--- src/rtl/enc_clk_ctrl_if.sv ---
// Front-panel bundle: raw buttons and encoder phases in; divider select, divided clock,
// tick and LED thermometer out.
interface enc_clk_ctrl_if #(parameter int SEL_W = 4);
    logic             btn_set;
    logic             btn_clr;
    logic             btn_up;
    logic             btn_down;
    logic             enc_a;
    logic             enc_b;
    logic [SEL_W-1:0] sel;
    logic             clk_div;
    logic             clk_tick;
    logic [7:0]       led;

    modport slave  (input  btn_set, btn_clr, btn_up, btn_down, enc_a, enc_b,
                    output sel, clk_div, clk_tick, led);
    modport master (output btn_set, btn_clr, btn_up, btn_down, enc_a, enc_b,
                    input  sel, clk_div, clk_tick, led);
endinterface

--- src/rtl/enc_clk_ctrl.sv ---
// Front-panel clock controller: debounced buttons and quadrature encoder steer a
// divider select that sets the period of a glitch-free divided clock.
module enc_clk_ctrl #(
    parameter int SEL_W     = 4,
    parameter int DB_CYCLES = 500000,
    parameter int DB_CNT_W  = 20,
    parameter int WRAP      = 0,
    parameter int SEL_INIT  = 0
) (
    input  logic          clk_i,
    input  logic          rst_ni,
    enc_clk_ctrl_if.slave bus
);
    localparam int                  CNT_W   = 2 ** SEL_W;
    localparam int                  SUM_W   = SEL_W + 2;
    localparam logic [SEL_W-1:0]    SEL_MAX = '1;
    localparam logic [DB_CNT_W-1:0] DB_LAST = DB_CNT_W'(DB_CYCLES - 1);

    // Bit order: 0 clr, 1 set, 2 up, 3 down, 5:4 encoder {A,B}
    logic [5:0] raw;
    logic [5:0] sync1_q, sync2_q;

    logic [3:0][DB_CNT_W-1:0] db_cnt_q, db_cnt_d;
    logic [3:0]               db_state_q, db_state_d;
    logic [3:0]               press_q, press_d;

    logic [1:0] enc_prev_q, enc_pos_cur, enc_pos_prev, enc_diff;
    logic [2:0] acc_q, acc_d;
    logic [3:0] acc_sum;
    logic       enc_inc_q, enc_inc_d, enc_dec_q, enc_dec_d;

    logic [SEL_W-1:0] sel_q, sel_d;
    logic [SUM_W-1:0] sel_sum;
    logic [CNT_W-1:0] div_cnt_q, div_term;
    logic             div_q, tick_q;
    logic [7:0]       led;

    assign raw = {bus.enc_a, bus.enc_b, bus.btn_down, bus.btn_up, bus.btn_set, bus.btn_clr};

    always_comb begin
        for (int i = 0; i < 4; i++) begin
            db_cnt_d[i]   = '0;
            db_state_d[i] = db_state_q[i];
            press_d[i]    = 1'b0;
            if (sync2_q[i] != db_state_q[i]) begin
                if (db_cnt_q[i] == DB_LAST) begin
                    db_state_d[i] = sync2_q[i];
                    press_d[i]    = sync2_q[i];
                end else begin
                    db_cnt_d[i] = db_cnt_q[i] + 1'b1;
                end
            end
        end
    end

    // Gray position {A, A^B} turns a quadrature transition into a modulo-4 step;
    // a difference of 2 means both phases moved at once and is treated as noise.
    always_comb begin
        enc_pos_cur  = {sync2_q[5], sync2_q[5] ^ sync2_q[4]};
        enc_pos_prev = {enc_prev_q[1], enc_prev_q[1] ^ enc_prev_q[0]};
        enc_diff     = enc_pos_cur - enc_pos_prev;
        acc_sum      = {acc_q[2], acc_q};
        acc_d        = acc_q;
        enc_inc_d    = 1'b0;
        enc_dec_d    = 1'b0;
        if (enc_diff == 2'd1)      acc_sum = acc_sum + 4'd1;
        else if (enc_diff == 2'd3) acc_sum = acc_sum - 4'd1;
        if (enc_diff == 2'd2) begin
            acc_d = '0;
        end else if (acc_sum == 4'h4) begin
            acc_d     = '0;
            enc_inc_d = 1'b1;
        end else if (acc_sum == 4'hC) begin
            acc_d     = '0;
            enc_dec_d = 1'b1;
        end else begin
            acc_d = acc_sum[2:0];
        end
    end

    always_comb begin
        sel_sum = {2'b00, sel_q} + SUM_W'(press_q[2]) + SUM_W'(enc_inc_q)
                - SUM_W'(press_q[3]) - SUM_W'(enc_dec_q);
        sel_d = sel_q;
        if (press_q[0])               sel_d = '0;
        else if (press_q[1])          sel_d = SEL_MAX;
        else if (WRAP != 0)           sel_d = sel_sum[SEL_W-1:0];
        else if (sel_sum[SUM_W-1])    sel_d = '0;
        else if (sel_sum[SEL_W])      sel_d = SEL_MAX;
        else                          sel_d = sel_sum[SEL_W-1:0];
    end

    assign div_term = (CNT_W'(1) << sel_q) - CNT_W'(1);

    always_comb begin
        for (int i = 0; i < 8; i++) led[i] = (int'(sel_q) > i);
    end

    always_ff @(posedge clk_i or negedge rst_ni) begin
        if (!rst_ni) begin
            sync1_q    <= '0;
            sync2_q    <= '0;
            db_cnt_q   <= '0;
            db_state_q <= '0;
            press_q    <= '0;
            enc_prev_q <= '0;
            acc_q      <= '0;
            enc_inc_q  <= 1'b0;
            enc_dec_q  <= 1'b0;
            sel_q      <= SEL_W'(SEL_INIT);
        end else begin
            sync1_q    <= raw;
            sync2_q    <= sync1_q;
            db_cnt_q   <= db_cnt_d;
            db_state_q <= db_state_d;
            press_q    <= press_d;
            enc_prev_q <= sync2_q[5:4];
            acc_q      <= acc_d;
            enc_inc_q  <= enc_inc_d;
            enc_dec_q  <= enc_dec_d;
            sel_q      <= sel_d;
        end
    end

    // A select change restarts the half-period without touching the output level,
    // so no phase of the divided clock is ever cut short.
    always_ff @(posedge clk_i or negedge rst_ni) begin
        if (!rst_ni) begin
            div_cnt_q <= '0;
            div_q     <= 1'b0;
            tick_q    <= 1'b0;
        end else if (sel_d != sel_q) begin
            div_cnt_q <= '0;
            tick_q    <= 1'b0;
        end else if (div_cnt_q == div_term) begin
            div_cnt_q <= '0;
            div_q     <= ~div_q;
            tick_q    <= 1'b1;
        end else begin
            div_cnt_q <= div_cnt_q + 1'b1;
            tick_q    <= 1'b0;
        end
    end

    assign bus.sel      = sel_q;
    assign bus.clk_div  = div_q;
    assign bus.clk_tick = tick_q;
    assign bus.led      = led;
endmodule

--- src/flat_wrapper.sv ---
// flat-port wrapper written by rule: the top's interface ports become plain ports
module enc_clk_ctrl_flat 
#(
    parameter int SEL_W     = 4,
    parameter int DB_CYCLES = 500000,
    parameter int DB_CNT_W  = 20,
    parameter int WRAP      = 0,
    parameter int SEL_INIT  = 0
)
  (clk_i, rst_ni, bus_btn_set, bus_btn_clr, bus_btn_up, bus_btn_down, bus_enc_a, bus_enc_b, bus_sel, bus_clk_div, bus_clk_tick, bus_led);
  enc_clk_ctrl_if #(.SEL_W(SEL_W)) bus_i ();
  input  logic clk_i;
  input  logic rst_ni;
  input wire logic [$bits(bus_i.btn_set)-1:0] bus_btn_set;
  input wire logic [$bits(bus_i.btn_clr)-1:0] bus_btn_clr;
  input wire logic [$bits(bus_i.btn_up)-1:0] bus_btn_up;
  input wire logic [$bits(bus_i.btn_down)-1:0] bus_btn_down;
  input wire logic [$bits(bus_i.enc_a)-1:0] bus_enc_a;
  input wire logic [$bits(bus_i.enc_b)-1:0] bus_enc_b;
  output wire logic [$bits(bus_i.sel)-1:0] bus_sel;
  output wire logic [$bits(bus_i.clk_div)-1:0] bus_clk_div;
  output wire logic [$bits(bus_i.clk_tick)-1:0] bus_clk_tick;
  output wire logic [$bits(bus_i.led)-1:0] bus_led;
  assign bus_i.btn_set = bus_btn_set;
  assign bus_i.btn_clr = bus_btn_clr;
  assign bus_i.btn_up = bus_btn_up;
  assign bus_i.btn_down = bus_btn_down;
  assign bus_i.enc_a = bus_enc_a;
  assign bus_i.enc_b = bus_enc_b;
  assign bus_sel = bus_i.sel;
  assign bus_clk_div = bus_i.clk_div;
  assign bus_clk_tick = bus_i.clk_tick;
  assign bus_led = bus_i.led;
  enc_clk_ctrl #(.SEL_W(SEL_W), .DB_CYCLES(DB_CYCLES), .DB_CNT_W(DB_CNT_W), .WRAP(WRAP), .SEL_INIT(SEL_INIT)) u_core (.clk_i(clk_i), .rst_ni(rst_ni), .bus(bus_i));
endmodule
--- config.mk ---
export PLATFORM = sky130hd
export DESIGN_NAME = enc_clk_ctrl_flat
export DESIGN_NICKNAME = d
export VERILOG_FILES = /design/src/rtl/enc_clk_ctrl_if.sv /design/src/rtl/enc_clk_ctrl.sv /design/src/flat_wrapper.sv
export SDC_FILE = /design/constraint.sdc
export NUM_CORES = 1
export LEC_CHECK = 0
export BUFFER_PORTS_ARGS = -buffer_cell sky130_fd_sc_hd__buf_2
export CAP_MARGIN = 20
export CORE_MARGIN = 1
export CORE_UTILIZATION = 31
export DETAILED_ROUTE_END_ITERATION = 8
export GPL_TIMING_DRIVEN = 0
export MAX_ROUTING_LAYER = met4
export SYNTH_ARGS = -nofsm -noshare
export SYNTH_HDL_FRONTEND = slang
export SYNTH_SLANG_ARGS = --single-unit
--- constraint.sdc ---
create_clock -name clk_i -period 5.1 [get_ports clk_i]
set_clock_uncertainty 0.15 [all_clocks]
set_input_delay 0 -clock clk_i [delete_from_list [all_inputs] [get_ports clk_i]]
set_output_delay 0 -clock clk_i [all_outputs]
set_load 0.05 [all_outputs]
; Word-level counts from Yosys, hierarchy flattened
; Cells that the tools add are included.
[word_totals]
register_bits = 129
in_bits = 8
out_inout_bits = 14
wordCells = 99
[classes]
addsub = 13
order_cmp = 8
eq_ne = 15
shifts = 1
muxes = 34
n_bitwise = 4
n_reduce_logical = 5
[ops]
columns = cell, count
row1 = $mux 20, 8
row2 = $add 20x1->20 const B, 4
row3 = $eq 20x19->1 const B, 4
row4 = $mux 16, 2
row5 = $mux 4, 6
row6 = $add 16x1->16 const B, 1
row7 = $eq 16x16->1, 1
row8 = $gt 4x3->1 const B, 4
row9 = $shl 1x4->16 const A, 1
row10 = $sub 16x2->16 const B, 1
row11 = $mux 1, 15
row12 = $sub 6x1->6, 2
row13 = $reduce_and 2->1, 5
row14 = $mux 3, 3
row15 = $gt 4x1->1 const B, 2
row16 = $gt 4x2->1 const B, 2
row17 = $add 6x1->6, 1
row18 = $add 4x1->5, 1
row19 = $add 3x2->4 const B, 1
row20 = $eq 2x2->1 const B, 2
row21 = $eq 4x3->1 const B, 1
row22 = $eq 4x4->1 const B, 1
row23 = $ne 1x1->1, 4
row24 = $ne 4x4->1, 1
row25 = 5 further kinds, 7

; Logic depth before layout (Yosys ltp)
; Gate-level depths: netlist (run 1).
[depth]
depth_word = 11
mapped_depth = 17
depth_no_buf = 15

; Worst setup path before layout (run 1)
; No wires, ideal clock.
[synth_timing]
kind = register -> register
start = register u_core.sel_q[0] (netlist: u_core.bus.sel[0])
end = register u_core.div_cnt_q[13]
setup_ps = 71
t_arrival_ps = 3949
t_required_ps = 4879
setup_slack_ps = 929
path_stages_with_launch = 18
path_buffers = 2
synth_period_minus_slack_ps = 4171
path_cell_list = dfrtp_1 ha_1 inv_1 fa_1 ha_1 inv_1 ha_1 inv_1 fa_1 nand3b_1 nand3_1 nand2_1 o31a_1 a2111o_1 nand4bb_1 buf_2 buf_4 nor2_1
[synth_via]
elab_chain_cells = 10
word_cells_on_any_way = 14
cone_classes = add/sub: 5 / eq/ne: 2 / shift: 1 / mux: 6
[synth_lines]
columns = element, line_no
row1 = start: declaration, enc_clk_ctrl.sv:32  ; logic [SEL_W-1:0] sel_q, sel_d;
row2 = start signal: assignment, enc_clk_ctrl.sv:110  ; sel_q <= SEL_W'(SEL_INIT);
row3 = start signal: assignment, enc_clk_ctrl.sv:121  ; sel_q <= sel_d;
row4 = $add 4x1->5, enc_clk_ctrl.sv:82  ; sel_sum = {2'b00, sel_q} + SUM_W'(press_q[2]) + SUM_W'(enc_inc_q)
row5 = $add 6x1->6, enc_clk_ctrl.sv:82
row6 = $sub 6x1->6 (2 in series), enc_clk_ctrl.sv:83  ; - SUM_W'(press_q[3]) - SUM_W'(enc_dec_q);
row7 = $mux 4, enc_clk_ctrl.sv:89  ; else if (sel_sum[SEL_W]) sel_d = SEL_MAX;
row8 = $mux 4, enc_clk_ctrl.sv:88  ; else if (sel_sum[SUM_W-1]) sel_d = '0;
row9 = $mux 4, enc_clk_ctrl.sv:86  ; else if (press_q[1]) sel_d = SEL_MAX;
row10 = $mux 4, enc_clk_ctrl.sv:85  ; if (press_q[0]) sel_d = '0;
row11 = $ne 4x4->1, enc_clk_ctrl.sv:132  ; end else if (sel_d != sel_q) begin
row12 = $mux 16 (*), enc_clk_ctrl.sv:132
row13 = end signal: assignment, enc_clk_ctrl.sv:140  ; div_cnt_q <= div_cnt_q + 1'b1;
row14 = end: declaration, enc_clk_ctrl.sv:34  ; logic [CNT_W-1:0] div_cnt_q, div_term;
; Mark *: on every way between the ends. The rest lies on a longest branch, timed or not.
; A chain may end at the register's enable or synchronous reset.

; Worst setup path after layout (run 1)
[layout_timing]
start = register u_core.sel_q[0] (netlist: u_core.bus.sel[0])
end = register u_core.div_cnt_q[10]
; Same word-level chain as after synthesis.

==> impl_metrics.ini, run 1 <==
[worst_setup_path]
crit_path_cell_trace = ha_1 -> inv_1 -> fa_1 -> ha_1 -> inv_1 -> ha_1 -> inv_1 -> fa_1 -> nand3b_1 -> nand3_1 -> nand2_1 -> o31a_1 -> a2111o_1 -> nand4bb_1 -> buf_2 -> buf_4 -> nor2_1
path_buf_inv = 5
slowest_stage = a2111o_1
r2r_slack_ns = 0.83
path_class = reg2reg
crit_required_ns = 5.30
setup.worst_path.start = u_core.bus.sel[0]
r2r_start = u_core.bus.sel[0]
critPathLaunchType = flop
reg2regPathDepth = 17
critPathTopFamily = adder cells
r2r_end = u_core.div_cnt_q[10]
arrival_ns = 4.47
worstSetupEndpointType = flop
worstPathMaxFanout = 10
crit_path_max_incr_delay_ns = 0.48

[clock_network]
cts_buffers = 17
clk_latency_ns = 0.42
ctsResizeCount = 0
clk_pin_slew_ns = 0.06
htreeDepth = 4
post_cts_buffers = 0
cts_sinks = 129
clock-root-buffer = clkbuf_16
cts_max_path_buffers = 2
cts_tree = yes

[floorplanning]
ios = 22
start_util = 0.320
die_w_um = 151
core_area_um2 = 21400
die_h_um = 151
dieArea_um2 = 22700
row_count = 53

[drt]
routed_wl_um = 13100
vias_per_cell = 4.75
first_pass_iters = 4
drc_errors = 0
drt_iter0_drc = 221
via_count = 4991
ant_nets = 0
avgRoutedWirePerCell_um = 12.5

[timing]
setup-violations-final = 0
hold_ws_ns = 0.0706
drv_slew = 0
slew_headroom = 0.514
rsz0062_at_grt = no
fin_setup_tns_ns = 0
finalCritPeriodShare = 0.838
fmax_mhz = 234
fin_crit_ns = 4.27
worstMarginPinSlew_ns = 0.724
hold_viol_final = 0

[layout]
drive_above_1_share = 0.107
fin_util = 0.379
nets = 790
antenna_cells = 0
syn_to_final_growth_pct = 18.1

[global_route]
overflow = 0
grt_first_pass_wirelength_um = 23200
first_global_vias = 4843
grt_antenna_before_repair = 0
grt_max_degree = 89
grtUsageTotal = 0.133

[synthesis]
yosysUniqueCellTypes = 62
synth-xor-area-share = 0.131
synth_compound_area_frac = 0.0689
synth_top_area_share = 0.472
synthMuxAreaShare = 0.0146
synth_top_cell_by_area = dfrtp_1
ys_top_cells_by_count = dfrtp_1 (129), nor2_1 (124), xor2_1 (60), nand2_1 (42), xnor2_1 (42)
synthTopCellsByArea = dfrtp_1 (47%), xor2_1 (7.7%), nor2_1 (6.8%)
synth_edf_count = 0
synth_area_per_cell_um2 = 9.60
yosys_warnings = 0
synth_fp_nets = 740
synth_top_family_by_area = simple AND/OR/NAND/NOR gates
synthCells = 713
synthFlopType = dfrtp_1
syn_area_um2 = 6840
synth.most_common_cell = dfrtp_1
synthAdderAreaFrac = 0.0369
async_flop_share = 1.00
synth-seq-cells = 129
synth_seq_area_share = 0.472
yosys.area_share.simple = 0.240

[run]
cap_violations = 0

[placement]
io_buffers = 21
gp_congestion = 0.816
place_hpwl_um = 8840

[pwr]
p_leak_nw = 3.51
peakVddDrop_v = 0.000292
pwr_density_cell_nw_per_um2 = 474

[hold_path]
hold_start = bus_enc_b
hold_class = in2reg
hold_depth = 2
whs_endpoint = u_core.sync1_q[4]

[run_status]
status = finished, final reports clean
-- layout make-up --
type	count	area [um^2]
clock inverter	13	205
buffer	30	143
clock buffer	19	453
timing repair buffer	31	239
sequential	129	3230
fill	2138	13300
tap	275	344
inverter	29	109
multi-input combinational	525	3360
-- report_power, final --
group / internal (mW) / switching [mW] / leakage [nW]
clock: 0.894 / 0.450 / 0.327
sequential: 1.07 / 0.0544 / 1.75
combinational: 0.501 / 0.857 / 1.43
total: 2.47 / 1.36 / 3.51
-- sequential cells by signal (all words and copies together), names as in the netlist, 2 cells and up --
name / flops
u_core.acc_q: 3
u_core.bus.sel: 4
u_core.db_cnt_q: 80
u_core.db_state_q: 4
u_core.div_cnt_q: 16
u_core.enc_prev_q: 2
u_core.press_q: 4
u_core.sync1_q: 6
u_core.sync2_q: 6
-- worst max-delay path by stage --
stage	to	slack (ns)	cells past startpoint
finish	u_core.div_cnt_q[10]	0.83	17
detailed placement	u_core.div_cnt_q[10]	0.86	17
floorplan	u_core.div_cnt_q[13]	0.93	17
global placement	u_core.div_cnt_q[10]	0.88	17
global route	u_core.div_cnt_q[0]	0.56	15
CTS	u_core.div_cnt_q[0]	0.83	17
-- metrics by stage --
step                      area, um^2  setup WS (ns)  std cells  power [mW]
after floorplan                 6840          0.929        713        2.21
after CTS                       8080          0.825       1051        3.87
final                           8080          0.826       1051        3.83
after detailed placement        7330          0.862       1010        2.49
after global routing            8080          0.556       1051        4.08
after global placement          7290          0.880       1009        2.48
-- per-layer routing --
layer | up-vias | share of wire | track usage
met3 | 13 | 0.032 | 0.0294
met2 | 63 | 0.45 | 0.196
li1 | 2545 | - | -
met5 | - | 0 | -
met1 | 2370 | 0.51 | 0.175
met4 | 0 | 0.013 | 0.0590
-- worst reg2reg max path: stages (launching register included) --
cell and delay (ns):
dfrtp_1 0.42, ha_1 0.29, inv_1 0.04, fa_1 0.38, ha_1 0.30, inv_1 0.06
ha_1 0.19, inv_1 0.06, fa_1 0.41, nand3b_1 0.24, nand3_1 0.13, nand2_1 0.08
o31a_1 0.32, a2111o_1 0.48, nand4bb_1 0.21, buf_2 0.18, buf_4 0.18, nor2_1 0.11
-- cell usage in the layout (no fill, tap or decap), types with 5 or more instances in the layout --
master	Yosys	final
ha_1	17	17
dfrtp_1	129	129
nand2_1	42	42
nand2b_1	6	6
inv_1	29	29
or4_1	7	7
clkbuf_1	16	16
xor2_1	60	60
o22ai_1	5	5
o21ai_0	17	17
or3_1	9	9
nor2_1	124	124
clkbuf_16	0	17
nor4b_1	6	6
bufinv_16	0	5
a21oi_1	17	17
dlygate4sd3_1	0	8
nand3_1	38	38
mux2_2	8	8
nor4_1	9	9
and3_1	13	13
nand4_1	22	22
and2_1	6	6
xnor2_1	42	42
nor3b_1	7	7
nor3_1	14	14
buf_2	9	29
a21o_1	5	5
-- logic make-up (layout without fill, tap and decap cells) --
logic type	count (synthesis)	count (layout)
buf+inv	59	122
fa+ha+maj	19	19
flops	129	129
compound gates	70	70
mux	9	9
simple gates	325	325
xor+xnor	102	102
-- repair_timing --
action                                 4_1_cts  5_1_grt
hold buffers                                 9        0
setup endpoints to repair                    0        0
endpoints found under the hold margin      135        0
Note: power is estimated with default switching activity, not from simulation.
==> run 2: changes to the inputs <==
==> constraint.sdc (replaced) <==
create_clock -name clk_i -period 4.4 [get_ports clk_i]
set_clock_uncertainty 0.15 [all_clocks]
set_input_delay 0 -clock clk_i [delete_from_list [all_inputs] [get_ports clk_i]]
set_output_delay 0 -clock clk_i [all_outputs]
set_load 0.05 [all_outputs]
==> run 2 against run 1 <==
Non-clock buffer count increased by 1; wire length is 0.11% higher; die area unchanged; worst hold slack worse by 0.0034 ns; combinational power is 19% higher; register-to-register slack lost 0.61 ns; count of clock-buffer cells in the layout stayed put; sequential share of layout area decreased by 0.18 points; design area increased by 0.45%; critical path depth unchanged; fmax grew 2.2%; first-iteration DRC count up 5.0%; critical endpoint unchanged.
==> impl_metrics.ini, run 2 (synthesized netlist as in run 1, its figures left out) <==
[run_status]
status = finished, final reports clean

[layout]
fill_cells = 2140
final_cell_mix = dfrtp_1 (129), nor2_1 (124), xor2_1 (59), xnor2_1 (42), nand2_1 (42)
antenna_cells = 0
nets = 791
syn_to_final_growth_pct = 18.7
final_common_cell = dfrtp_1
reg_top3 = u_core.db_cnt_q (80), u_core.div_cnt_q (16)
drive_above_1_share = 0.116
largest-register = u_core.db_cnt_q
largest_reg_flops = 80

[worst_setup_path]
r2r_end = u_core.div_cnt_q[10]
worstPathMaxFanout = 10
crit_required_ns = 4.60
r2r_slack_ns = 0.22
worstSetupEndpointType = flop
crit_path_max_incr_delay_ns = 0.43
critPathLaunchType = flop
critPathTopFamily = adder cells
slowest_stage = dfrtp_1
crit_path_cell_trace = ha_1 -> inv_1 -> fa_1 -> ha_1 -> inv_1 -> ha_1 -> inv_1 -> fa_1 -> nand3b_1 -> nand3_2 -> nand2_1 -> o31a_1 -> a2111o_1 -> nand4bb_1 -> buf_2 -> buf_4 -> nor2_1
r2r_start = u_core.bus.sel[0]
path_class = reg2reg
arrival_ns = 4.39
reg2regPathDepth = 17
path_buf_inv = 5

[drt]
drc_errors = 0
via_count = 5003
drt_iter0_drc = 232
ant_nets = 0
first_pass_iters = 5
avgRoutedWirePerCell_um = 12.5
routed_wl_um = 13100
vias_per_cell = 4.76

[floorplanning]
ios = 22
core_area_um2 = 21400
row_count = 53
die_w_um = 151
dieArea_um2 = 22700
die_h_um = 151
start_util = 0.320

[timing]
slew_headroom = 0.521
setup-violations-final = 0
worstMarginPinSlew_ns = 0.714
fmax_mhz = 239
hold_viol_final = 0
fin_crit_ns = 4.18
drv_slew = 0
layout_setup_ws_ns = 0.216
finalCritPeriodShare = 0.951

[clock_network]
cts_sinks = 129
htreeDepth = 4
clock-root-buffer = clkbuf_16
cts_tree = yes
clk_pin_slew_ns = 0.06
cts_buffers = 17
clk_latency_ns = 0.42
cts_max_path_buffers = 2

[hold_path]
whs_endpoint = u_core.sync1_q[4]
hold_depth = 2
hold_class = in2reg
hold_start = bus_enc_b

[global_route]
grt_max_degree = 89
grt_antenna_before_repair = 0
grtUsageTotal = 0.133
overflow = 0
grt_first_pass_wirelength_um = 23200
first_global_vias = 4843

[placement]
place_hpwl_um = 8840
pre_cts_ws_ns = 0.162
gp_congestion = 0.816
io_buffers = 21

[run]
cap_violations = 0

[pwr]
p_leak_nw = 3.52
p_total_mw = 4.49
peakVddDrop_v = 0.000338
pwr_density_cell_nw_per_um2 = 553
[run 2: area by class of cell]
class,instances,area (um^2),area share
Clock buffer,19,453,0.0558
Timing Repair Buffer,32,246,0.0304
Inverter,29,109,0.0134
Multi-Input combinational cell,525,3390,0.417
Tap cell,275,344,0.0424
Buffer,30,145,0.0179
Clock inverter,13,205,0.0253
Sequential cell,129,3230,0.398
[run 2: what timing repair did]
item	in CTS	in global routing
endpoints found under the setup margin	0	11
setup buffers	0	1
hold buffers	9	0
gates resized for setup	0	7
hold endpoints to repair	135	0
[run 2: layer usage]
layer	GRT usage	vias up	routed length, um
met5	-	-	0
met4	0.0590	0	187
met3	0.0294	15	351
met2	0.196	59	5860
met1	0.175	2383	6730
li1	-	2546	-
[run 2: stage by stage]
| stage | cell area (um^2) | std cells | TNS (ns) | utilization | hold WS [ns] |
|---|---|---|---|---|---|
| 2_1_floorplan | 6840 | 713 | 0 | - | -0.446 |
| 3_3_place_gp | 7290 | 1009 | 0 | 0.341 | -0.0416 |
| 3_5_place_dp | 7330 | 1010 | 0 | 0.343 | -0.207 |
| 4_1_cts | 8080 | 1051 | 0 | 0.379 | 0.0437 |
| 5_1_grt | 8120 | 1052 | -0.00845 | 0.380 | 0.0610 |
| 6_report | 8120 | 1052 | 0 | 0.380 | 0.0672 |
[run 2: worst max path at each step]
stage	cells past startpoint	endpoint	start
after floorplan	17	u_core.div_cnt_q[13]	u_core.bus.sel[0]
after global placement	17	u_core.div_cnt_q[10]	u_core.bus.sel[0]
after detailed placement	17	u_core.div_cnt_q[10]	u_core.bus.sel[0]
after CTS	17	u_core.div_cnt_q[0]	u_core.bus.sel[0]
after global routing	17	u_core.div_cnt_q[0]	u_core.bus.sel[0]
final	17	u_core.div_cnt_q[10]	u_core.bus.sel[0]
[run 2: worst register-to-register path: cells and delay by family (launching register included)]
kind                     cells  cell delay (ns)
AO/OA/AOI/OAI                2             0.73
buffers and inverters        5             0.52
flip-flops                   1             0.43
AND/OR/NAND/NOR              5             0.73
adder cells (fa/ha/maj)      5             1.58
[run 2: report_power, final]
group	internal (mW)	switching (mW)	total, mW	leakage [nW]
clock	1.04	0.521	1.56	0.327
sequential	1.25	0.0660	1.31	1.75
combinational	0.612	1.01	1.62	1.45
total	2.89	1.60	4.49	3.52
==> run 3: changes to the inputs <==
--- a/config.mk
+++ b/config.mk
@@ -12,6 +12,7 @@
 export DETAILED_ROUTE_END_ITERATION = 8
 export GPL_TIMING_DRIVEN = 0
 export MAX_ROUTING_LAYER = met4
+export RECOVER_POWER = 50
 export SYNTH_ARGS = -nofsm -noshare
 export SYNTH_HDL_FRONTEND = slang
 export SYNTH_SLANG_ARGS = --single-unit
==> run 3 against run 2 <==
The run now ends with max-capacitance violations, max-slew violations left; final cell count unchanged; utilization down 0.25 points; worst setup slack worse by 0.0033 ns; sequential cell count unchanged; non-clock buffer count unchanged; wire length about the same; power down 0.20%; largest power group unchanged; highest routed layer unchanged.
==> impl_metrics.ini, run 3 (synthesized netlist as in run 1, its figures left out) <==
[placement]
gp_congestion = 0.816
dp.cells = 1010
io_buffers = 21
place_hpwl_um = 8840
place_area_um2 = 7330

[drt]
highest_layer = met4
route.met2.wl_um = 5860
via_count = 5017
drt_iter0_drc = 231
first_pass_iters = 4
vias_per_cell = 4.77
drc_errors = 0
routed_wl_um = 13100
ant_nets = 0
met1_length_um = 6680
avgRoutedWirePerCell_um = 12.5
routed-wl-met3_um = 348

[global_route]
grtUsageTotal = 0.133
grt_antenna_before_repair = 0
grt_max_degree = 89
overflow = 0
first_global_vias = 4843
grt_first_pass_wirelength_um = 23200

[layout]
final_cell_mix = dfrtp_1 (129), nor2_1 (124), xor2_1 (59), xnor2_1 (42), nand2_1 (42)
fin_util = 0.378
syn_to_final_growth_pct = 17.9
nets = 791
antenna_cells = 0
largest_reg_flops = 80
fin_area_um2 = 8070
fin_cells = 1052
final_common_cell = dfrtp_1
drive_above_1_share = 0.107
largest-register = u_core.db_cnt_q
reg_top3 = u_core.db_cnt_q (80), u_core.div_cnt_q (16)

[worst_setup_path]
slowest_stage = dfrtp_1
worstPathMaxFanout = 10
arrival_ns = 4.39
r2r_start = u_core.bus.sel[0]
crit_required_ns = 4.60
path_buf_inv = 5
worstSetupEndpointType = flop
critPathLaunchType = flop
crit_path_cell_trace = ha_1 -> inv_1 -> fa_1 -> ha_1 -> inv_1 -> ha_1 -> inv_1 -> fa_1 -> nand3b_1 -> nand3_2 -> nand2_1 -> o31a_1 -> a2111o_1 -> nand4bb_1 -> buf_2 -> buf_4 -> nor2_1
path_class = reg2reg
crit_path_max_incr_delay_ns = 0.43
critPathTopFamily = adder cells
setup.worst_path.start = u_core.bus.sel[0]

[timing]
fin_crit_ns = 4.19
fmax_mhz = 239
hold_viol_final = 0
setup-violations-final = 0
slew_headroom = -0.442
worstMarginPinSlew_ns = 2.16
drv_slew = 131
fin_setup_tns_ns = 0
finalCritPeriodShare = 0.952

[pwr]
pwr_density_cell_nw_per_um2 = 556
p_leak_nw = 3.48
peakVddDrop_v = 0.000338
p_total_mw = 4.48

[clock_network]
htreeDepth = 4
cts_max_path_buffers = 2
clk_latency_ns = 0.42
clk_pin_slew_ns = 0.06
cts_tree = yes
cts_buffers = 17
clock-root-buffer = clkbuf_16
cts_sinks = 129

[floorplanning]
row_count = 53
ios = 22
dieArea_um2 = 22700
start_util = 0.320
core_area_um2 = 21400
die_w_um = 151
die_h_um = 151

[hold_path]
hold_class = in2reg
hold_start = bus_btn_clr

[run_status]
violations = max-capacitance violations, max-slew violations
status = complete, but fails checks

[run]
cap_violations = 2
==> run 3: changes by cell type in the layout (fill, tap and decap cells not counted), sizes merged <==
cell and delta:
buf -8, clkbuf +8
==> run 3: worst paths after layout <==
path / endpoint / slack (ns) / cells after the start
max: u_core.div_cnt_q[10] / 0.21 / 17
max in group asynchronous: u_core.bus.clk_div / 1.57 / 4
max reg2reg: u_core.div_cnt_q[10] / 0.21 / 17
min in group asynchronous: u_core.db_cnt_q[27] / 1.25 / 4
min reg2reg: u_core.sync2_q[5] / 0.20 / 0
min: u_core.sync1_q[0] / 0.07 / 2
==> run 3: metrics by stage <==
step | hold WS (ns) | setup WS [ns]
6_report | 0.0690 | 0.213
5_1_grt | 0.0610 | -0.00976
4_1_cts | 0.0437 | 0.125
3_5_place_dp | -0.207 | 0.162
3_3_place_gp | -0.0416 | 0.180
2_1_floorplan | -0.446 | 0.229
==> run 3: routing by layer <==
layer | track usage | vias to the layer above
li1 | - | 2550
met1 | 0.175 | 2389
met2 | 0.196 | 61
met3 | 0.0294 | 17
met4 | 0.0590 | 0
met5 | - | -
==> run 3: power by group <==
part           switching [mW]  internal (mW)  total [mW]  leakage [nW]
combinational            1.01          0.602        1.61          1.41
sequential             0.0668           1.25        1.31          1.75
clock                   0.522           1.04        1.56         0.327
==> run 3: area by class of cell <==
class                           instances  area [um^2]
Clock buffer                           19          453
Sequential cell                       129         3230
Timing Repair Buffer                   32          194
Tap cell                              275          344
Fill cell                            2145        13300
Buffer                                 30          145
Clock inverter                         13          205
Inverter                               29          109
Multi-Input combinational cell        525         3390
==> run 3: repair_timing <==
item | 4_1_cts | 5_1_grt
gates resized for setup | 0 | 7
endpoints found under the hold margin | 135 | 0
hold buffers | 9 | 0
buffers inserted | 0 | 1
setup endpoints to repair | 0 | 11
